$ cat src/rtl/cfg_loader_if.sv
// Word stream, serial chain and readback signals of the configuration loader.
// The master side feeds words and owns the chain tail. The slave side is the loader.
interface cfg_loader_if #(
  parameter int WORD_W = 8
);
  logic [WORD_W-1:0] word_data;
  logic              word_valid;
  logic              word_ready;
  logic              config_en;
  logic              config_data_out;
  logic              config_data_in;
  logic [WORD_W-1:0] rb_data;
  logic              rb_valid;

  modport master (
    output word_data, word_valid, config_data_in,
    input  word_ready, config_en, config_data_out, rb_data, rb_valid
  );

  modport slave (
    input  word_data, word_valid, config_data_in,
    output word_ready, config_en, config_data_out, rb_data, rb_valid
  );
endinterface

$ cat src/rtl/cfg_loader.sv
// Serialises configuration words MSB-first into a CHAIN_LEN-bit shift chain.
// Bits returning from the chain tail are reassembled into readback words.
module cfg_loader #(
  parameter int CHAIN_LEN = 20,
  parameter int WORD_W    = 8
) (
  input  logic           clk,
  input  logic           rst,
  input  logic           start,
  input  logic           abort,
  cfg_loader_if.slave    bus,
  output logic           busy,
  output logic           done,
  output logic           aborted
);

  localparam int CNT_W = $clog2(CHAIN_LEN + 1);
  localparam int HW    = $clog2(WORD_W + 1);

  typedef enum logic [1:0] {IDLE, LOAD, DONE} stateType;

  stateType          state, stateNext;
  logic [CNT_W-1:0]  shiftCnt, shiftCntNext;
  logic [HW-1:0]     bitsLeft, bitsLeftNext;
  logic [WORD_W-1:0] holdReg, holdRegNext;
  logic              enReg, enNext;
  logic [WORD_W-1:0] rbShift, rbShiftNext;
  logic [HW-1:0]     rbCnt, rbCntNext;
  logic [WORD_W-1:0] rbData, rbDataNext;
  logic              rbValid, rbValidNext;
  logic              abortedReg, abortedNext;

  logic [CNT_W-1:0]  remain;
  logic [HW-1:0]     loadBits;
  logic              readyInt;
  logic              accept;
  logic              lastShift;
  logic [WORD_W-1:0] sampled;

  // Bits still owed to the chain beyond the word currently held.
  assign remain    = CNT_W'(CHAIN_LEN) - shiftCnt - CNT_W'(bitsLeft);
  assign loadBits  = (32'(remain) >= 32'(WORD_W)) ? HW'(WORD_W) : HW'(remain);
  assign readyInt  = (state == LOAD) && (bitsLeft <= HW'(1)) && (remain != '0);
  assign accept    = readyInt && bus.word_valid;
  assign lastShift = enReg && (shiftCnt == CNT_W'(CHAIN_LEN - 1));
  assign sampled   = (rbShift << 1) | WORD_W'(bus.config_data_in);

  always_ff @(posedge clk or posedge rst) begin
    if (rst) begin
      state      <= IDLE;
      shiftCnt   <= '0;
      bitsLeft   <= '0;
      holdReg    <= '0;
      enReg      <= 1'b0;
      rbShift    <= '0;
      rbCnt      <= '0;
      rbData     <= '0;
      rbValid    <= 1'b0;
      abortedReg <= 1'b0;
    end else begin
      state      <= stateNext;
      shiftCnt   <= shiftCntNext;
      bitsLeft   <= bitsLeftNext;
      holdReg    <= holdRegNext;
      enReg      <= enNext;
      rbShift    <= rbShiftNext;
      rbCnt      <= rbCntNext;
      rbData     <= rbDataNext;
      rbValid    <= rbValidNext;
      abortedReg <= abortedNext;
    end
  end

  always_comb begin
    stateNext    = state;
    shiftCntNext = shiftCnt;
    bitsLeftNext = bitsLeft;
    holdRegNext  = holdReg;
    enNext       = 1'b0;
    rbShiftNext  = rbShift;
    rbCntNext    = rbCnt;
    rbDataNext   = rbData;
    rbValidNext  = 1'b0;
    abortedNext  = 1'b0;

    case (state)
      IDLE: begin
        if (start) begin
          stateNext    = LOAD;
          shiftCntNext = '0;
          bitsLeftNext = '0;
          rbShiftNext  = '0;
          rbCntNext    = '0;
        end
      end

      LOAD: begin
        if (abort) begin
          stateNext    = IDLE;
          bitsLeftNext = '0;
          holdRegNext  = '0;
          rbShiftNext  = '0;
          rbCntNext    = '0;
          abortedNext  = 1'b1;
        end else begin
          if (enReg) begin
            shiftCntNext = shiftCnt + CNT_W'(1);
            holdRegNext  = holdReg << 1;
            bitsLeftNext = bitsLeft - HW'(1);
            // A full word or the chain's final bit flushes the assembler, left-aligned.
            if (lastShift || (rbCnt == HW'(WORD_W - 1))) begin
              rbDataNext  = sampled << (HW'(WORD_W - 1) - rbCnt);
              rbValidNext = 1'b1;
              rbShiftNext = '0;
              rbCntNext   = '0;
            end else begin
              rbShiftNext = sampled;
              rbCntNext   = rbCnt + HW'(1);
            end
          end
          if (accept) begin
            holdRegNext  = bus.word_data;
            bitsLeftNext = loadBits;
          end
          if (lastShift) begin
            stateNext = DONE;
          end
          enNext = (bitsLeftNext != '0);
        end
      end

      DONE: begin
        stateNext = IDLE;
      end

      default: begin
        stateNext = IDLE;
      end
    endcase
  end

  assign bus.word_ready      = readyInt;
  assign bus.config_en       = enReg;
  assign bus.config_data_out = holdReg[WORD_W-1];
  assign bus.rb_data         = rbData;
  assign bus.rb_valid        = rbValid;
  assign busy                = (state != IDLE);
  assign done                = (state == DONE);
  assign aborted             = abortedReg;

  // The shift count saturates at the chain length and shifting only happens while loading.
  assert property (@(posedge clk) disable iff (rst) shiftCnt <= CNT_W'(CHAIN_LEN));
  assert property (@(posedge clk) disable iff (rst) enReg |-> (state == LOAD));

endmodule

$ cat src/flat_wrapper.sv
// flat-port wrapper written by rule: the top's interface ports become plain ports
module cfg_loader_flat 
#(
  parameter int CHAIN_LEN = 20,
  parameter int WORD_W    = 8
)
  (clk, rst, start, abort, busy, done, aborted, bus_word_data, bus_word_valid, bus_config_data_in, bus_word_ready, bus_config_en, bus_config_data_out, bus_rb_data, bus_rb_valid);
  cfg_loader_if #(.WORD_W(WORD_W)) bus_i ();
  input  logic clk;
  input  logic rst;
  input  logic start;
  input  logic abort;
  output logic busy;
  output logic done;
  output logic aborted;
  input wire logic [$bits(bus_i.word_data)-1:0] bus_word_data;
  input wire logic [$bits(bus_i.word_valid)-1:0] bus_word_valid;
  input wire logic [$bits(bus_i.config_data_in)-1:0] bus_config_data_in;
  output wire logic [$bits(bus_i.word_ready)-1:0] bus_word_ready;
  output wire logic [$bits(bus_i.config_en)-1:0] bus_config_en;
  output wire logic [$bits(bus_i.config_data_out)-1:0] bus_config_data_out;
  output wire logic [$bits(bus_i.rb_data)-1:0] bus_rb_data;
  output wire logic [$bits(bus_i.rb_valid)-1:0] bus_rb_valid;
  assign bus_i.word_data = bus_word_data;
  assign bus_i.word_valid = bus_word_valid;
  assign bus_i.config_data_in = bus_config_data_in;
  assign bus_word_ready = bus_i.word_ready;
  assign bus_config_en = bus_i.config_en;
  assign bus_config_data_out = bus_i.config_data_out;
  assign bus_rb_data = bus_i.rb_data;
  assign bus_rb_valid = bus_i.rb_valid;
  cfg_loader #(.CHAIN_LEN(CHAIN_LEN), .WORD_W(WORD_W)) u_core (.clk(clk), .rst(rst), .start(start), .abort(abort), .bus(bus_i), .busy(busy), .done(done), .aborted(aborted));
endmodule
$ cat config.mk
export PLATFORM = sky130hd
export DESIGN_NAME = cfg_loader_flat
export DESIGN_NICKNAME = d
export VERILOG_FILES = /design/src/rtl/cfg_loader_if.sv /design/src/rtl/cfg_loader.sv /design/src/flat_wrapper.sv
export SDC_FILE = /design/constraint.sdc
export NUM_CORES = 1
export LEC_CHECK = 0
export CAP_MARGIN = 10
export CORE_MARGIN = 2
export CORE_UTILIZATION = 56
export DETAILED_ROUTE_END_ITERATION = 10
export GPL_ROUTABILITY_DRIVEN = 0
export PLACE_DENSITY_LB_ADDON = 0.15
export SYNTH_ARGS = -nofsm -noshare
export SYNTH_HDL_FRONTEND = slang
export SYNTH_SLANG_ARGS = --single-unit
$ cat constraint.sdc
create_clock -name clk -period 4.2 [get_ports clk]
set_input_delay 0.84 -clock clk [delete_from_list [all_inputs] [get_ports clk]]
set_output_delay 0.84 -clock clk [all_outputs]
set_load 0.1 [all_outputs]
==> impl_metrics.ini <==
[route]
antenna_left = 0
vias = 2119
wirelength_mm = 5.875
met2_length_mm = 2.649
vias_per_cell = 6.269
wl_met3_um = 292
wl_per_cell_um = 17.38
met1_length_mm = 2.873
highest_layer = met4
first_iter_violations = 260
drt_pass1_iterations = 4
drc = 0

[min_path]
min_path_cells = 2
holdPathEnd = u_core.bus.rb_data[1]$_DFFE_PP0P_
hold_path_startpoint = u_core.bus.rb_data[1]$_DFFE_PP0P_
hp-class = register to register

[critical_path]
end_kind = output port
ff2ff_setup_slack_ns = 1.34
start_kind = register
reg2reg_from = u_core.shiftCnt[1]$_DFFE_PP0P_
cp_max_fo = 10
cp.arrival_ns = 2.95
crit_type = register to output port
r2r_cells = 10
critPathRequiredTime_ns = 3.36
r2r_end = u_core.holdReg[3]$_DFFE_PP0P_

[sta]
hold_viol_final = 0
rsz0062_at_grt = no
min_period_over_period_pct = 90.28
fin_skew_ns = 0.006882
min_period_ns = 3.792
max_slew_margin_pct = 32.98
tightest_slew_ns = 1.002
drv_slew = 0
timing.fmax_mhz = 263.7
holdWs_ns = 0.4866
setup-violations-final = 0
setup_ws_ns = 0.4083
tns_ns = 0

[die]
start_util_pct = 58.59
ios = 29
fp-row-count = 24
die_w_um = 71.73
fp.dieArea_um2 = 5144
die_h_um = 71.73
core-area_um2 = 4384

[outcome]
status = finished clean

[flow_run]
drv_cap = 0

[grt]
antenna_found_initial = 0
grt_max_degree = 42
groute.usage.overall_pct = 24.47
grt_pass1_vias = 1977
grt_pass1_wl_mm = 9.825
grt_overflow = 0

[clock_network]
clock_path_buffers = 2
h-tree-depth = 2
cts.hold.buffers_added = 0
ctsResizeCount = 0
cts_tree = built
cts_setup_buffers = 0
root_buffer = clkbuf_8
insertion_delay_ns = 0.29
clkSinkCount = 41
path_clk_slew_ns = 0.08
cts_buffers = 5

[finish]
final_area_um2 = 2974
diodes = 0
stdcell_count = 338
fill_cells = 357
area_growth_pct = 15.78
post-route-util_pct = 67.84
layout-drive-gt1-share_pct = 10.84
finalNetCount = 312

[power]
power_mw = 1.203
p_leak_nw = 1.266
peakVddDrop_v = 0.0002241
cellPowerDensity_nw_per_um2 = 404.6

[logic_synthesis]
synth-async-reset-ratio_pct = 100.0
yosys-top-cells-area = dfrtp_1 (40%), ha_1 (5.4%), inv_1 (3.8%), a22o_1 (3.4%), nand2_1 (3.1%)
syn_area_per_cell_um2 = 9.767
synth.most_common_cell = dfrtp_1
syn_inst = 263
ys.warnings.count = 0
synthFlopType = dfrtp_1
synthTopCellsByCount = dfrtp_1 (41), inv_1 (26), nand2_1 (21)
synth_enable_flop_cells = 0
ys_seq_elements = 41
syn_area_um2 = 2569
synth-seq-area-share_pct = 39.94
synth_top_area_share_pct = 39.94
synth_fp_nets = 289
synth_cell_type_count = 56
yosys.area.top_type = dfrtp_1

[placement]
dp_slack_ns = 0.7064
port_buffers = 28
placedCellCount = 331
placed_area_um2 = 2870
dp_hpwl_mm = 4.071
[how the worst max path moves through the flow]
stage	start	end	slack [ns]	cells after the start
2_1_floorplan	u_core.shiftCnt[1]$_DFFE_PP0P_	bus_word_ready	0.65	8
4_1_cts	u_core.shiftCnt[1]$_DFFE_PP0P_	bus_word_ready	0.38	9
3_5_place_dp	u_core.shiftCnt[1]$_DFFE_PP0P_	bus_word_ready	0.71	9
6_report	u_core.shiftCnt[1]$_DFFE_PP0P_	bus_word_ready	0.41	9
5_1_grt	u_core.bitsLeft[0]$_DFFE_PP0P_	bus_word_ready	0.24	9
3_3_place_gp	u_core.shiftCnt[1]$_DFFE_PP0P_	bus_word_ready	0.78	9
[critical path: stages (launching register included)]
cell	delay, ns
dfrtp_1	0.43
ha_1	0.30
inv_1	0.06
ha_1	0.16
inv_1	0.05
fa_1	0.51
nor3b_1	0.23
a21boi_2	0.48
and3b_1	0.27
buf_12	0.17
[report_power, final]
part	leakage (nW)	internal (mW)	switching (mW)
Sequential	0.565	0.424	0.0504
Combinational	0.648	0.150	0.265
Clock	0.0540	0.173	0.140
[cell usage in the layout (no fill, tap or decap), types with 4 or more instances in the layout]
cell | netlist | layout
a21oi_1 | 4 | 4
a22o_1 | 10 | 10
a32oi_1 | 7 | 7
and3_1 | 10 | 10
clkbuf_8 | 0 | 5
clkdlybuf4s50_1 | 0 | 27
dfrtp_1 | 41 | 41
ha_1 | 11 | 11
inv_1 | 26 | 26
mux2_2 | 4 | 4
mux2i_1 | 4 | 4
nand2_1 | 21 | 21
nand3_1 | 12 | 12
nand4_1 | 6 | 6
nor2_1 | 15 | 15
o211ai_1 | 4 | 4
o21ai_0 | 11 | 11
o221ai_1 | 7 | 7
o31ai_1 | 4 | 4
xnor2_1 | 4 | 4
[kinds of logic after synthesis]
logic type | count (synthesis) | synth area share (%)
compound gates | 65 | 20.60
xor+xnor | 7 | 2.387
fa+ha+maj | 12 | 6.137
buf+inv | 41 | 6.770
flops | 41 | 39.94
mux | 9 | 4.189
simple gates | 88 | 19.97
[metal layers]
metal  GRT usage (%)  up-vias
met5               0        -
met4           7.757        0
met3           3.797        7
met2           35.91       58
met1           37.23     1044
li1                -     1010
[layout make-up]
class | count | area [um2] | area share (%)
sequential | 41 | 1026 | 34.50
inverter | 26 | 97.59 | 3.281
timing repair buffer | 31 | 312.8 | 10.52
clock inverter | 2 | 35.03 | 1.178
tap | 52 | 65.06 | 2.188
clock buffer | 5 | 68.82 | 2.314
multi-input combinational | 181 | 1369 | 46.02
[registers in the layout, indices dropped and copies added, names as in the netlist]
name and cells:
u_core.rbCnt 4, u_core.shiftCnt 5, u_core.rbShift 7, u_core.holdReg 8
u_core.aborted 1, u_core.bus.rb_valid 1, u_core.bus.rb_data 8, u_core.bus.config_en 1
u_core.bitsLeft 4, u_core.state 2
No activity file was read; power rests on OpenSTA's default activity.
